===== config.mk =====
export PLATFORM = sky130hd
export DESIGN_NAME = spiflash_rd_master
export DESIGN_NICKNAME = d
export VERILOG_FILES = /design/src/rtl/spiflash_rd_master.sv
export SDC_FILE = /design/constraint.sdc
export NUM_CORES = 1
export LEC_CHECK = 0
export BUFFER_PORTS_ARGS = -buffer_cell sky130_fd_sc_hd__buf_2
export CAP_MARGIN = 0
export CORE_ASPECT_RATIO = 0.75
export CORE_MARGIN = 2
export CORE_UTILIZATION = 35
export CTS_BUF_LIST = sky130_fd_sc_hd__clkbuf_4
export DETAILED_ROUTE_END_ITERATION = 10
export SETUP_SLACK_MARGIN = 0.5
export SLEW_MARGIN = 5
export SYNTH_ARGS = -nofsm -noshare
export SYNTH_HDL_FRONTEND = slang
export SYNTH_SLANG_ARGS = --single-unit

===== constraint.sdc =====
create_clock -name core_clk -period 4.9 [get_ports core_clk]
set_input_delay 0.98 -clock core_clk [delete_from_list [all_inputs] [get_ports core_clk]]
set_output_delay 0.98 -clock core_clk [all_outputs]
set_load 0.05 [all_outputs]

===== src/rtl/spiflash_rd_master.sv =====
// SPI flash read master: releases the flash from power-down (0xAB) after reset, then serves
// 32-bit reads (command 0x03 + 24-bit address) and returns the word byte-assembled little-endian.
module spiflash_rd_master #(
  parameter int unsigned CLK_DIV = 2,
  parameter int unsigned CSB_GAP = 4
) (
  input  logic        core_clk,
  input  logic        core_rst,
  input  logic        req,
  input  logic [23:0] addr,
  output logic        ready,
  output logic        ack,
  output logic [31:0] rdata,
  output logic        flash_csb,
  output logic        flash_clk,
  output logic        flash_io0_do,
  output logic        flash_io0_oeb,
  input  logic        flash_io1_di
);

  localparam logic [2:0] StWake = 3'd0;
  localparam logic [2:0] StWgap = 3'd1;
  localparam logic [2:0] StIdle = 3'd2;
  localparam logic [2:0] StXfer = 3'd3;
  localparam logic [2:0] StGap  = 3'd4;

  logic [2:0]  state_q;
  logic        csb_q;
  logic        sck_q;
  logic [63:0] tx_q;
  logic [31:0] rx_q;
  logic [3:0]  div_q;
  logic [5:0]  bit_q;
  logic [3:0]  gap_q;
  logic        ack_q;
  logic [31:0] rdata_q;

  logic        div_done;
  logic        sck_rise;
  logic        sck_fall;
  logic        last_bit;
  logic        rx_en;
  logic        start_wake;
  logic        gap_done;
  logic [31:0] rx_next;

  always_comb begin
    div_done   = (div_q == 4'(CLK_DIV - 1));
    sck_rise   = !csb_q && div_done && !sck_q;
    sck_fall   = !csb_q && div_done && sck_q;
    last_bit   = (state_q == StXfer) ? (bit_q == 6'd63) : (bit_q == 6'd7);
    // Falls 33..64 carry read data; bit_q still holds the pre-increment count here.
    rx_en      = (state_q == StXfer) && (bit_q >= 6'd32);
    rx_next    = {rx_q[30:0], flash_io1_di};
    // WAKE is entered with csb high; the first clock after reset opens the command.
    start_wake = (state_q == StWake) && csb_q;
    gap_done   = (gap_q == 4'(CSB_GAP - 1));
  end

  always_ff @(posedge core_clk or posedge core_rst) begin
    if (core_rst) begin
      state_q <= StWake;
      csb_q   <= 1'b1;
      sck_q   <= 1'b0;
      tx_q    <= '0;
      rx_q    <= '0;
      div_q   <= '0;
      bit_q   <= '0;
      gap_q   <= '0;
      ack_q   <= 1'b0;
      rdata_q <= '0;
    end else begin
      ack_q <= 1'b0;
      case (state_q)
        StWake, StXfer: begin
          if (start_wake) begin
            csb_q <= 1'b0;
            sck_q <= 1'b0;
            div_q <= '0;
            bit_q <= '0;
            tx_q  <= {8'hAB, 56'h0};
          end else begin
            div_q <= div_done ? 4'd0 : div_q + 4'd1;
            if (sck_rise) begin
              sck_q <= 1'b1;
            end
            if (sck_fall) begin
              sck_q <= 1'b0;
              tx_q  <= tx_q << 1;
              bit_q <= bit_q + 6'd1;
              if (rx_en) begin
                rx_q <= rx_next;
              end
              if (last_bit) begin
                csb_q <= 1'b1;
                bit_q <= '0;
                gap_q <= '0;
                if (state_q == StXfer) begin
                  state_q <= StGap;
                  ack_q   <= 1'b1;
                  // First byte on the wire lands in the low byte.
                  rdata_q <= {rx_next[7:0], rx_next[15:8], rx_next[23:16], rx_next[31:24]};
                end else begin
                  state_q <= StWgap;
                end
              end
            end
          end
        end
        StWgap, StGap: begin
          if (gap_done) begin
            state_q <= StIdle;
          end else begin
            gap_q <= gap_q + 4'd1;
          end
        end
        StIdle: begin
          if (req) begin
            state_q <= StXfer;
            csb_q   <= 1'b0;
            sck_q   <= 1'b0;
            div_q   <= '0;
            bit_q   <= '0;
            tx_q    <= {8'h03, addr, 32'h0};
          end
        end
        default: begin
          state_q <= StWake;
          csb_q   <= 1'b1;
          sck_q   <= 1'b0;
        end
      endcase
    end
  end

  assign ready         = (state_q == StIdle);
  assign ack           = ack_q;
  assign rdata         = rdata_q;
  assign flash_csb     = csb_q;
  assign flash_clk     = sck_q;
  assign flash_io0_do  = tx_q[63];
  assign flash_io0_oeb = csb_q;

endmodule


==> results.py, run 1 <==
metrics = {
    "status": {
        "status": "finished, final reports clean",
    },
    "cts": {
        "ctsHtreeMaxLevel": 4,
        "clk_pin_slew_ns": 0.11,
        "clock_latency_ns": 0.50,
        "cts_buffers": 17,
        "cts_hold_buf": 0,
        "cts_tree": "built",
        "cts.sinks": 115,
        "cts_max_path_buffers": 2,
        "clock-root-buffer": "clkbuf_4",
        "post_cts_buffers": 0,
        "ctsResizeCount": 0,
    },
    "global_routing": {
        "grt_pass1_vias": 3558,
        "grt_usage_pct": 14.2,
        "grt_overflow": 0,
        "grt_first_pass_wirelength_mm": 17.4,
        "grt_max_degree": 43,
        "antenna_found_initial": 1,
    },
    "synth": {
        "syn_area_um2": 5050,
        "ys_seq_elements": 115,
        "ys_seq_area_share_pct": 57.0,
        "synth_area_leaders": "dfrtp_1 (56%), mux2_2 (13%), o21ai_0 (7.1%)",
        "syn_avg_cell_area_um2": 12.2,
        "synth_cells": 413,
        "ys_types": 54,
        "synth_edf_count": 0,
        "yosysTopAreaCell": "dfrtp_1",
        "yosys_warnings": 0,
        "synth.top_cell.area_share_pct": 56.4,
        "ys_async_sr_fraction_pct": 100,
        "syn_nets": 446,
        "ys.flop_type": "dfrtp_1",
    },
    "setup_path": {
        "endpoint_kind": "output port",
        "start_kind": "flop",
        "crit_type": "reg2out",
        "crit_fanout": 15,
        "cp.arrival_ns": 1.70,
        "critPathRequiredTime_ns": 3.92,
    },
    "power_and_ir_drop": {
        "clock_power_share_pct": 28.4,
        "cellPowerDensity_nw_per_um2": 491,
        "peakVddDrop_mv": 0.225,
        "p_int_mw": 1.83,
        "combPwrFrac_pct": 29.3,
        "seqPwrFrac_pct": 42.2,
        "p_sw_share_pct": 36.5,
        "switching_power_mw": 1.05,
        "p_leak_nw": 2.84,
    },
    "route": {
        "num_vias": 3467,
        "drc": 0,
        "wl_per_cell_um": 15.3,
        "routed_wl_mm": 10.2,
        "routed_via_density": 5.21,
        "firstDrtPassIters": 4,
        "postRouteAntennaNets": 0,
        "drtIter0Drc": 176,
    },
    "placement": {
        "port_buffers": 65,
        "hpwlAfterDp_mm": 6.37,
        "gp_congestion": 0.713,
    },
    "final_layout": {
        "regArea_um2": 2880,
        "area_delta_synth_final_pct": 15.9,
        "fill_cells": 1338,
        "layout_commonest_cell": "dfrtp_1",
        "final_cell_mix": "dfrtp_1 (114), o21ai_0 (72), buf_2 (65)",
        "fin_nets": 509,
        "layout-drive-gt1-share_pct": 36.0,
        "multiInputGateArea_um2": 2010,
    },
    "timing": {
        "rsz0062_at_grt": "false",
        "fin_worst_skew_ns": 0.0180,
        "period_needed_ns": 2.68,
        "fin_hold_ws_ns": 0.492,
        "slew_headroom_pct": 27.2,
        "hold_viol": 0,
        "worst_pin_slew_ns": 1.09,
        "slew_violations": 0,
        "clock.fmax_ghz": 0.372,
        "setup_viol": 0,
        "finalCritPeriodShare_pct": 54.8,
        "tns_ns": 0,
    },
    "floorplan": {
        "die_area_um2": 15400,
        "die_h_um": 108,
        "die_x_um": 143,
        "start_util_pct": 36.4,
        "pin_count": 66,
        "core_area_um2": 13900,
        "row_count": 37,
    },
    "hold_path": {
        "hold_path_class": "reg2reg",
    },
    "job": {
        "drv_cap": 0,
    },
}
-- final cells by class --
type	count	share of cell area [%]
Sequential cell	115	49.2
Multi-Input combinational cell	262	34.3
Timing Repair Buffer	72	6.45
Tap cell	175	3.74
Clock inverter	14	3.46
Clock buffer	18	2.31
Inverter	8	0.555
Antenna cell	1	0.0427
-- cells by family after synthesis --
group                    count (synthesis)  share of synthesized area (%)
AND/OR/NAND/NOR                         57                           6.78
XOR/XNOR                                 4                          0.693
flip-flops                             115                           57.0
AO/OA/AOI/OAI                          130                           16.2
multiplexers                            66                           14.7
buffers and inverters                   36                           3.39
adder cells (fa/ha/maj)                  5                           1.24
-- state kept, by name (all words and copies together) (netlist names) --
| signal | count |
|---|---|
| rdata | 32 |
| tx_q | 32 |
| rx_q | 31 |
| bit_q | 6 |
| div_q | 4 |
| gap_q | 4 |
| state_q | 3 |
| ack | 1 |
| flash_clk | 1 |
| flash_csb | 1 |
-- cell usage after synthesis (3+ instances only) --
library cell	instances
mux2_1	6
nor3_1	3
buf_6	3
or3_1	3
nand2_1	16
nand3_1	6
ha_1	5
dfrtp_1	114
o31ai_1	6
xnor2_1	3
clkbuf_1	15
nor2_1	6
a221o_1	3
buf_2	4
o21ai_0	72
inv_1	8
nor3b_1	3
a211oi_1	4
buf_1	3
a21oi_1	7
mux2_2	59
a22oi_1	24
-- per-stage QoR --
step                      util (%)  cell area [um2]  power (mW)  instances  setup WS [ns]
final                         42.2             5860        2.88        665           2.22
after floorplan                  -             5050        1.88        413          0.878
after detailed placement      39.7             5520        2.08        632           2.03
after global routing          42.2             5860        3.08        665           1.99
after global placement        39.7             5520        2.05        632           2.05
after CTS                     42.2             5850        2.92        664           2.13
-- power groups by stage --
stage	logic [mW]	registers, mW	clock network [mW]
floorplan	0.643	1.24	0
global placement	0.822	1.23	0
detailed placement	0.848	1.23	0
CTS	0.853	1.21	0.852
global route	0.950	1.24	0.895
finish	0.844	1.21	0.818
-- critical path, cell delays in order, from the launching register on --
cell and delay [ns]:
dfrtp_1 0.62, nor3b_2 0.28, buf_2 0.31
-- per-layer routing --
layer	vias to the layer above	track usage [%]	routed length, um
li1	1652	-	-
met3	7	3.68	314
met1	1755	19.2	5080
met2	53	22.0	4670
met5	-	0	0
met4	0	5.59	94
-- final timing paths --
| path | start | slack (ns) | cells after the start | end |
|---|---|---|---|---|
| max | state_q[1] | 2.22 | 2 | ready |
| min | rdata[10] | 0.49 | 1 | rdata[10] |
| max reg2reg | state_q[2] | 2.24 | 4 | bit_q[4] |
| min reg2reg | rdata[10] | 0.49 | 1 | rdata[10] |
| max in group asynchronous | core_rst | 3.48 | 3 | flash_csb |
| min in group asynchronous | core_rst | 0.50 | 2 | tx_q[50] |
Power figures use the tool's default switching activity.
==> run 2: changes to the inputs <==
==> constraint.sdc (replaced) <==
create_clock -name core_clk -period 2.2 [get_ports core_clk]
set_input_delay 0.44 -clock core_clk [delete_from_list [all_inputs] [get_ports core_clk]]
set_output_delay 0.44 -clock core_clk [all_outputs]
set_load 0.05 [all_outputs]
==> results.py, run 2 (same netlist as run 1, synthesis figures left out) <==
metrics = {
    "setup_path": {
        "r2r_slack_ns": 0.07,
        "crit_start": "state_q[2]",
        "r2r_cells": 7,
        "crit_slowest_cell": "dfrtp_2",
        "critPathRequiredTime_ns": 2.62,
        "crit_top_cell": "buf_6",
        "path_cells": "buf_6 > nand4b_1 > o22a_4 > nor4_4 > buf_6 > buf_6 > mux2_2",
        "critical_path.max_stage_delay_ns": 0.44,
        "r2r-end": "rdata[24]",
        "crit_type": "reg2reg",
        "crit_fanout": 8,
        "start_kind": "flop",
        "endpoint_kind": "flop",
        "endpoint": "rdata[24]",
        "r2r-start": "state_q[2]",
        "cp.arrival_ns": 2.54,
    },
    "timing": {
        "tns_ns": 0,
        "rsz0062_at_grt": "true",
        "worst_pin_slew_ns": 0.474,
        "setup_viol": 0,
        "fin_worst_skew_ns": 0.0255,
        "period_needed_ns": 2.13,
        "clock.fmax_ghz": 0.470,
        "finalCritPeriodShare_pct": 96.7,
        "slew_headroom_pct": 68.4,
        "hold_viol": 0,
        "slew_violations": 0,
    },
    "final_layout": {
        "fill_cells": 1240,
        "final_cell_mix": "dfrtp_1 (110), buf_2 (60), mux2_2 (34)",
        "layout-drive-gt1-share_pct": 47.7,
        "area_delta_synth_final_pct": 34.7,
        "layout_commonest_cell": "dfrtp_1",
        "fin_nets": 567,
    },
    "power_and_ir_drop": {
        "clock_power_share_pct": 22.3,
        "cellPowerDensity_nw_per_um2": 1100,
        "combPwrFrac_pct": 41.5,
        "p_leak_nw": 3.25,
        "power.total_mw": 7.50,
        "p_int_mw": 4.73,
        "switching_power_mw": 2.76,
        "peakVddDrop_mv": 0.472,
        "seqPwrFrac_pct": 36.2,
        "p_sw_share_pct": 36.9,
    },
    "route": {
        "routed_wl_mm": 12.5,
        "drtIter0Drc": 260,
        "routed_via_density": 5.32,
        "postRouteAntennaNets": 0,
        "wl_per_cell_um": 17.2,
        "num_vias": 3843,
        "firstDrtPassIters": 5,
        "drc": 0,
    },
    "cts": {
        "cts.sinks": 115,
        "cts_tree": "built",
        "clk_pin_slew_ns": 0.11,
        "cts_buffers": 17,
        "clock-root-buffer": "clkbuf_4",
        "cts_max_path_buffers": 2,
        "clock_latency_ns": 0.53,
        "ctsHtreeMaxLevel": 4,
    },
    "global_routing": {
        "antenna_found_initial": 1,
        "grt_usage_pct": 15.6,
        "grt_pass1_vias": 3776,
        "grt_max_degree": 52,
        "grt_first_pass_wirelength_mm": 19.0,
        "grt_overflow": 0,
    },
    "placement": {
        "hpwlAfterDp_mm": 6.90,
        "gp_congestion": 0.784,
        "port_buffers": 65,
    },
    "floorplan": {
        "die_h_um": 108,
        "row_count": 37,
        "pin_count": 66,
        "core_area_um2": 13900,
        "die_area_um2": 15400,
        "die_x_um": 143,
        "start_util_pct": 36.4,
    },
    "hold_path": {
        "min-delay-start": "addr[0]",
        "hold_path_class": "in2reg",
        "min_path_cells": 3,
    },
    "status": {
        "status": "finished, final reports clean",
    },
    "job": {
        "drv_cap": 0,
    },
}
run 2: changes by cell type in the layout (fill, tap and decap cells not counted), sizes merged:
cell | previous run | this run
clkinv | 5 | 6
inv | 12 | 8
dlygate4sd3 | 0 | 1
clkinvlp | 1 | 6
or2 | 2 | 3
bufinv | 4 | 3
clkbuf | 18 | 23
buf | 72 | 122
run 2: worst max-delay path: cells and delay by family, from the launching register on:
kind | cells | cell delay [ns]
and+or+nand+nor | 2 | 0.45
muxes | 1 | 0.33
buffers and inverters | 3 | 0.51
DFF | 1 | 0.44
AOI/OAI and AO/OA | 1 | 0.28
run 2: stage by stage:
| stage | instances | hold slack [ns] | setup WS, ns | area [um2] | utilization [%] |
|---|---|---|---|---|---|
| floorplan | 413 | 0.474 | 0.111 | 5120 | - |
| global placement | 644 | 0.466 | 0.190 | 5720 | 41.2 |
| detailed placement | 644 | 0.473 | 0.142 | 5720 | 41.2 |
| CTS | 694 | 0.137 | 0.108 | 6300 | 45.4 |
| global route | 723 | 0.136 | 0.0276 | 6810 | 49.0 |
| finish | 723 | 0.169 | 0.0733 | 6810 | 49.0 |
run 2: layout make-up:
| cell class | count | area [um2] | share of cell area, % |
|---|---|---|---|
| Sequential cell | 115 | 2890 | 42.4 |
| Clock inverter | 15 | 185 | 2.72 |
| Tap cell | 175 | 219 | 3.22 |
| Inverter | 8 | 33.8 | 0.496 |
| Clock buffer | 17 | 128 | 1.87 |
| Multi-Input combinational cell | 263 | 2220 | 32.5 |
| Timing Repair Buffer | 129 | 1140 | 16.7 |
| Antenna cell | 1 | 2.50 | 0.0368 |
run 2: how the worst min path moves through the flow:
stage	end	slack, ns
floorplan	rdata[7]	0.47
global placement	rx_q[4]	0.47
detailed placement	rx_q[5]	0.47
CTS	tx_q[32]	0.14
global route	rdata[24]	0.14
finish	tx_q[32]	0.17
run 2: power groups by stage:
stage	sequential (mW)	clock [mW]	combinational (mW)
floorplan	2.76	0	1.60
global placement	2.72	0	2.15
detailed placement	2.73	0	2.21
CTS	2.70	1.71	2.58
global route	2.76	1.81	3.41
finish	2.71	1.67	3.11
run 2: routing by layer:
metal,GRT usage [%],wire length (um)
met3,3.94,528
met4,4.81,64
met5,0,0
met2,24.2,5930
met1,21.7,5940
run 2: repair_timing:
item	4_1_cts	5_1_grt
buffers inserted	14	18
setup endpoints to repair	117	119
pin swaps	2	5
gates resized for setup	22	72
cloned	3	10
endpoints found under the hold margin	16	0
hold buffers	1	0
